File: src/rtl/radix2_div_engine.sv
// Iterative restoring divider: one quotient bit per cycle, sign fixup at completion.
// Optional DIV_EARLY_OUT_EN skips the iterations when divisor > dividend (divisor != 0).
module radix2_div_engine #(
   parameter int unsigned WIDTH = 32
) (
   input  logic             clk,
   input  logic             rst,
   input  logic             div_begin,
   input  logic             div_sign,
   input  logic             div_dividend_sign,
   input  logic [WIDTH-1:0] div_dividend,
   input  logic [WIDTH-1:0] div_divisor,
   output logic [WIDTH-1:0] div_quotient,
   output logic [WIDTH-1:0] div_remainder,
   output logic             div_done,
   output logic             div_busy
);

   localparam int unsigned CNT_W = $clog2(WIDTH + 1);
   localparam logic [CNT_W-1:0] LAST_ITER = CNT_W'(WIDTH - 1);

   typedef enum logic [1:0] {
      IDLE = 2'd0,
      RUN  = 2'd1,
      FIN  = 2'd2
   } state_t;

   state_t           state, state_nxt;
   logic [WIDTH-1:0] rem, rem_nxt;
   logic [WIDTH-1:0] quo, quo_nxt;
   logic [WIDTH-1:0] dvs, dvs_nxt;
   logic             q_neg, q_neg_nxt;
   logic             r_neg, r_neg_nxt;
   logic [CNT_W-1:0] cnt, cnt_nxt;
   logic [WIDTH-1:0] quotient_nxt, remainder_nxt;
   logic             done_nxt, busy_nxt;
   logic [WIDTH:0]   rem_sh;
   logic             early_c;

   // Shifted partial remainder kept one bit wider so the compare never loses a carry
   assign rem_sh = {rem, quo[WIDTH-1]};

`ifdef DIV_EARLY_OUT_EN
   assign early_c = (div_divisor != '0) && (div_divisor > div_dividend);
`else
   assign early_c = 1'b0;
`endif

   always_ff @(posedge clk) begin
      if (rst) state <= IDLE;
      else     state <= state_nxt;
   end

   always_comb begin
      state_nxt = state;
      case (state)
         IDLE:    if (div_begin) state_nxt = early_c ? FIN : RUN;
         RUN:     if (cnt == LAST_ITER) state_nxt = FIN;
         FIN:     state_nxt = IDLE;
         default: state_nxt = IDLE;
      endcase
   end

   // Datapath and registered-output next values
   always_comb begin
      rem_nxt       = rem;
      quo_nxt       = quo;
      dvs_nxt       = dvs;
      q_neg_nxt     = q_neg;
      r_neg_nxt     = r_neg;
      cnt_nxt       = cnt;
      quotient_nxt  = div_quotient;
      remainder_nxt = div_remainder;
      done_nxt      = 1'b0;
      busy_nxt      = (state == RUN) || (state == FIN);
      case (state)
         IDLE: begin
            if (div_begin) begin
               dvs_nxt   = div_divisor;
               q_neg_nxt = div_sign;
               r_neg_nxt = div_dividend_sign;
               cnt_nxt   = '0;
               if (early_c) begin
                  quo_nxt = '0;
                  rem_nxt = div_dividend;
               end else begin
                  quo_nxt = div_dividend;
                  rem_nxt = '0;
               end
            end
         end
         RUN: begin
            if (rem_sh >= {1'b0, dvs}) begin
               rem_nxt = WIDTH'(rem_sh - {1'b0, dvs});
               quo_nxt = {quo[WIDTH-2:0], 1'b1};
            end else begin
               rem_nxt = rem_sh[WIDTH-1:0];
               quo_nxt = {quo[WIDTH-2:0], 1'b0};
            end
            cnt_nxt = cnt + CNT_W'(1);
         end
         FIN: begin
            quotient_nxt  = q_neg ? -quo : quo;
            remainder_nxt = r_neg ? -rem : rem;
            done_nxt      = 1'b1;
         end
         default: ;
      endcase
   end

   always_ff @(posedge clk) begin
      if (rst) begin
         rem           <= '0;
         quo           <= '0;
         dvs           <= '0;
         q_neg         <= 1'b0;
         r_neg         <= 1'b0;
         cnt           <= '0;
         div_quotient  <= '0;
         div_remainder <= '0;
         div_done      <= 1'b0;
         div_busy      <= 1'b0;
      end else begin
         rem           <= rem_nxt;
         quo           <= quo_nxt;
         dvs           <= dvs_nxt;
         q_neg         <= q_neg_nxt;
         r_neg         <= r_neg_nxt;
         cnt           <= cnt_nxt;
         div_quotient  <= quotient_nxt;
         div_remainder <= remainder_nxt;
         div_done      <= done_nxt;
         div_busy      <= busy_nxt;
      end
   end

endmodule

File: config.mk
export PLATFORM = sky130hd
export DESIGN_NAME = radix2_div_engine
export DESIGN_NICKNAME = d
export VERILOG_FILES = /design/src/rtl/radix2_div_engine.sv
export SDC_FILE = /design/constraint.sdc
export NUM_CORES = 1
export LEC_CHECK = 0
export CORE_MARGIN = 8
export CORE_UTILIZATION = 59
export CTS_CLUSTER_SIZE = 14
export DETAILED_ROUTE_END_ITERATION = 10
export GPL_TIMING_DRIVEN = 0
export PLACE_DENSITY = 0.85
export SLEW_MARGIN = 5
export SYNTH_ARGS = -nofsm -noshare
export SYNTH_HDL_FRONTEND = slang
export SYNTH_SLANG_ARGS = --single-unit
File: constraint.sdc
create_clock -name clk -period 10.59 [get_ports clk]
set_clock_uncertainty 0.2 [all_clocks]
set_input_delay 1.5885 -clock clk [delete_from_list [all_inputs] [get_ports clk]]
set_output_delay 1.5885 -clock clk [all_outputs]
set_load 0.01 [all_outputs]
==> results.rst <==
.. list-table::
   :header-rows: 1

   * - Metric
     - Value
   * - Site Rows
     - between 40 and 50
   * - Post-route worst hold slack
     - 0.253 ns
   * - Cell Count Post-Placement
     - between 1000 and 1500
   * - Pin count of the biggest net entering global routing
     - 17
   * - Largest voltage drop on the vdd net
     - between 100 and 150 µV
   * - Most frequent standard cell in the layout excluding fill and tap cells
     - sky130_fd_sc_hd__dfxtp_1
   * - Detailed Place HPWL
     - around 20000 µm
   * - Synthesized netlist cell count
     - approximately 1200
   * - Count of pins on the block boundary
     - about 140
   * - Pins Over Slew Limit
     - 0
   * - Remaining global-route overflow
     - 0
   * - Share of the yosys chip area belonging to registers
     - 0.364
   * - Routability congestion estimate
     - about 0.9
   * - Unique masters post-synth
     - 53
   * - Worst slew slack as a fraction of its limit
     - 0.337
   * - DR iter-0 viols
     - 739
   * - Leakage power summed over all cells
     - between 4 and 5 nW
   * - CTS Hold Buffers Added
     - 0
   * - Total nets after synthesis
     - roughly 1300
   * - Die footprint
     - about 0.02 mm²
   * - Count of flip-flops with a built-in enable after synthesis
     - 0
   * - Share of async-settable or async-resettable flops after synthesis
     - 0
   * - # DRC
     - 0
   * - Number of fill cells
     - about 1200
   * - Worst-path fanout max
     - 10
   * - Syn Std Cell Area
     - 0.00945 mm²
   * - Required time at the endpoint of the critical path
     - between 10 and 15 ns
   * - Portion of the clock cycle consumed by the worst path in the final layout
     - 0.396
   * - Placed instance area
     - 0.0111 mm²
   * - Routed Wire Length
     - 26400 µm
   * - Die Y-Extent
     - between 100 and 150 µm
   * - Largest delay contributor family on the critical path
     - compound AO/OA/AOI/OAI gates
   * - Clock Pin Slew Worst Setup and Hold Paths
     - approximately 0.06 ns
   * - Post-detailed-route wirelength per cell
     - between 15 and 20 µm
   * - Post-CTS Setup Repair Bufs
     - 0
   * - Library cell contributing the largest single delay on the critical path
     - sky130_fd_sc_hd__o31ai_1
   * - Number of buffers inserted during clock tree synthesis
     - 17
   * - Area of all placed cells without fillers
     - between 0.01 and 0.015 mm²
   * - Max-cap check violation count
     - 0
   * - Maximum clock rate
     - between 200 and 250 MHz
   * - Latest clock arrival within the worst-skew pair
     - approximately 0.43 ns
   * - Critical path launch point type
     - flop
   * - Number of synthesized register bits
     - between 150 and 200
   * - Average instance area after synthesis
     - about 8 µm²
   * - Max incr delay on CP
     - roughly 0.85 ns
   * - Antenna violations before repair
     - 0
   * - Die width
     - between 100 and 150 µm
   * - Clock tree from TritonCTS
     - done
   * - Minimum clock period
     - approximately 4.2 ns
   * - Setup repair after global routing missed its margin
     - false
   * - I/O Buffers
     - 133
   * - Post-layout net count
     - about 1400
   * - Maximum buffer depth of the clock tree
     - 2
   * - Setup TNS
     - 0 ns
   * - Root buffer selected by CTS
     - sky130_fd_sc_hd__clkbuf_16
   * - CTS H-Tree Depth
     - 4
   * - Commonest cells after routing, fill and taps aside
     - 172 x sky130_fd_sc_hd__dfxtp_1, 145 x sky130_fd_sc_hd__nand2_1, 133 x sky130_fd_sc_hd__clkdlybuf4s50_1
   * - Sink Count
     - 172
   * - Actual slew at the worst max-slew pin
     - 0.986 ns
   * - Outcome
     - finished, final reports clean
   * - Cell mode on critical path
     - sky130_fd_sc_hd__o21ai_0
   * - Fraction of layout cells with a size suffix above 1
     - 0.0358
   * - Leading register cell type out of synthesis
     - sky130_fd_sc_hd__dfxtp_1
   * - Fin. Hold Viols
     - 0
   * - Remaining antenna violation count
     - 0
   * - Total setup violations reported at the end of the flow
     - 0
   * - Final cell count without fillers
     - between 1500 and 2000
   * - Antenna cells
     - 0
   * - Total track usage
     - 0.260
   * - Core Box Area
     - ~0.016 mm²
   * - Power per standard cell area
     - between 150 and 200 mW/mm²
   * - HP Class
     - reg -> reg
   * - DR vias
     - around 9000
   * - Buffer and inverter count on the worst path
     - 2
   * - Crit Path Category
     - reg -> reg
   * - First-pass detailed-route iteration total
     - 5
   * - Warnings, synthesis
     - 0
   * - Vias per cell
     - around 5.9
   * - Starting utilization of the core area
     - 0.599
   * - CTS-repair resized insts
     - 0
   * - Syn-to-layout area delta
     - 23.2%
   * - Vias in the first global route
     - ~8300
   * - Worst endpoint data arrival time
     - 4.28 ns
   * - Critical Path, Cell by Cell
     - ha_1 > clkbuf_1 > nand3_1 > nor2_1 > o21ai_0 > a21oi_1 > o21a_1 > o21ai_0 > o31ai_1 > buf_2 > mux2i_1 > o21ai_0
   * - Wire length of the first global-routing pass
     - 42500 µm
   * - Nature of the critical path endpoint
     - flop
[per-stage QoR]
| stage | setup WS (ns) | total power, mW | util |
|---|---|---|---|
| CTS | 6.49 | 2.02 | 0.739 |
| global placement | 6.36 | 1.37 | 0.701 |
| floorplan | 7.24 | 1.18 | - |
| global route | 6.12 | 2.12 | 0.739 |
| detailed placement | 6.31 | 1.39 | 0.701 |
| finish | 6.40 | 2.03 | 0.739 |
[routing by layer]
layer | wire length, µm | global-route usage | share of wire
met1 | 11400 | 0.344 | 0.43
met2 | 12000 | 0.410 | 0.45
met3 | 2140 | 0.0453 | 0.081
met4 | 823 | 0.107 | 0.031
met5 | 0 | 0 | 0
[worst paths after layout]
path	endpoint	depth (start not counted)	slack, ns	start
worst max-delay path	rem[5]	12	6.40	rem[8]
worst min-delay path	dvs[20]	2	0.25	dvs[20]
worst min register to register	dvs[20]	2	0.25	dvs[20]
worst max register to register	rem[5]	12	6.40	rem[8]
[worst reg2reg max path: stages, from the launching register on]
cell,delay (ns)
sky130_fd_sc_hd__dfxtp_1,0.41
sky130_fd_sc_hd__ha_1,0.32
sky130_fd_sc_hd__clkbuf_1,0.28
sky130_fd_sc_hd__nand3_1,0.18
sky130_fd_sc_hd__nor2_1,0.13
sky130_fd_sc_hd__o21ai_0,0.16
sky130_fd_sc_hd__a21oi_1,0.25
sky130_fd_sc_hd__o21a_1,0.25
sky130_fd_sc_hd__o21ai_0,0.23
sky130_fd_sc_hd__o31ai_1,0.85
sky130_fd_sc_hd__buf_2,0.46
sky130_fd_sc_hd__mux2i_1,0.25
sky130_fd_sc_hd__o21ai_0,0.10
[kinds of logic after synthesis]
group,share of synthesized area
AND/OR/NAND/NOR,0.174
AO/OA/AOI/OAI,0.218
flip-flops,0.364
buffers and inverters,0.0471
XOR/XNOR,0.0797
multiplexers,0.0646
adder cells (fa/ha/maj),0.0524
[state kept, by name, indices dropped and copies added, names as in the netlist]
name	flops
cnt	6
div_busy	1
div_done	1
div_quotient	32
div_remainder	32
dvs	32
q_neg	1
quo	32
r_neg	1
rem	32
state	2
[report_power, final]
group          internal (mW)  leakage, nW  switching, mW
Sequential             0.713         1.41         0.0604
Combinational          0.267         2.72          0.347
Clock                  0.389        0.284          0.249
Total                   1.37         4.41          0.657
[cell type report]
type	count	area [µm²]	share of cell area
Buffer	69	262	0.0225
Clock buffer	25	485	0.0417
Clock inverter	6	110	0.00945
Inverter	49	184	0.0158
Multi-Input combinational cell	860	5560	0.477
Sequential cell	172	3440	0.296
Tap cell	216	270	0.0232
Timing Repair Buffer	133	1330	0.114
[synth_stat cells, types with 7 or more instances]
cell type | count | area (µm²)
sky130_fd_sc_hd__a211oi_1 | 91 | 683
sky130_fd_sc_hd__a21o_1 | 16 | 120
sky130_fd_sc_hd__a21oi_1 | 63 | 315
sky130_fd_sc_hd__a32oi_1 | 11 | 96.3
sky130_fd_sc_hd__and3_1 | 7 | 43.8
sky130_fd_sc_hd__buf_1 | 8 | 30.0
sky130_fd_sc_hd__clkbuf_1 | 59 | 221
sky130_fd_sc_hd__dfxtp_1 | 172 | 3440
sky130_fd_sc_hd__ha_1 | 38 | 475
sky130_fd_sc_hd__inv_1 | 49 | 184
sky130_fd_sc_hd__mux2i_1 | 61 | 611
sky130_fd_sc_hd__nand2_1 | 145 | 544
sky130_fd_sc_hd__nand2b_1 | 7 | 43.8
sky130_fd_sc_hd__nand3_1 | 19 | 95.1
sky130_fd_sc_hd__nor2_1 | 128 | 480
sky130_fd_sc_hd__nor2b_1 | 7 | 43.8
sky130_fd_sc_hd__nor3_1 | 9 | 45.0
sky130_fd_sc_hd__o21ai_0 | 63 | 315
sky130_fd_sc_hd__o31ai_1 | 16 | 120
sky130_fd_sc_hd__o41ai_1 | 8 | 70.1
sky130_fd_sc_hd__or3_1 | 9 | 56.3
sky130_fd_sc_hd__or4_1 | 9 | 67.6
sky130_fd_sc_hd__xnor2_1 | 18 | 158
sky130_fd_sc_hd__xor2_1 | 68 | 596
Power figures use the tool's default switching activity.
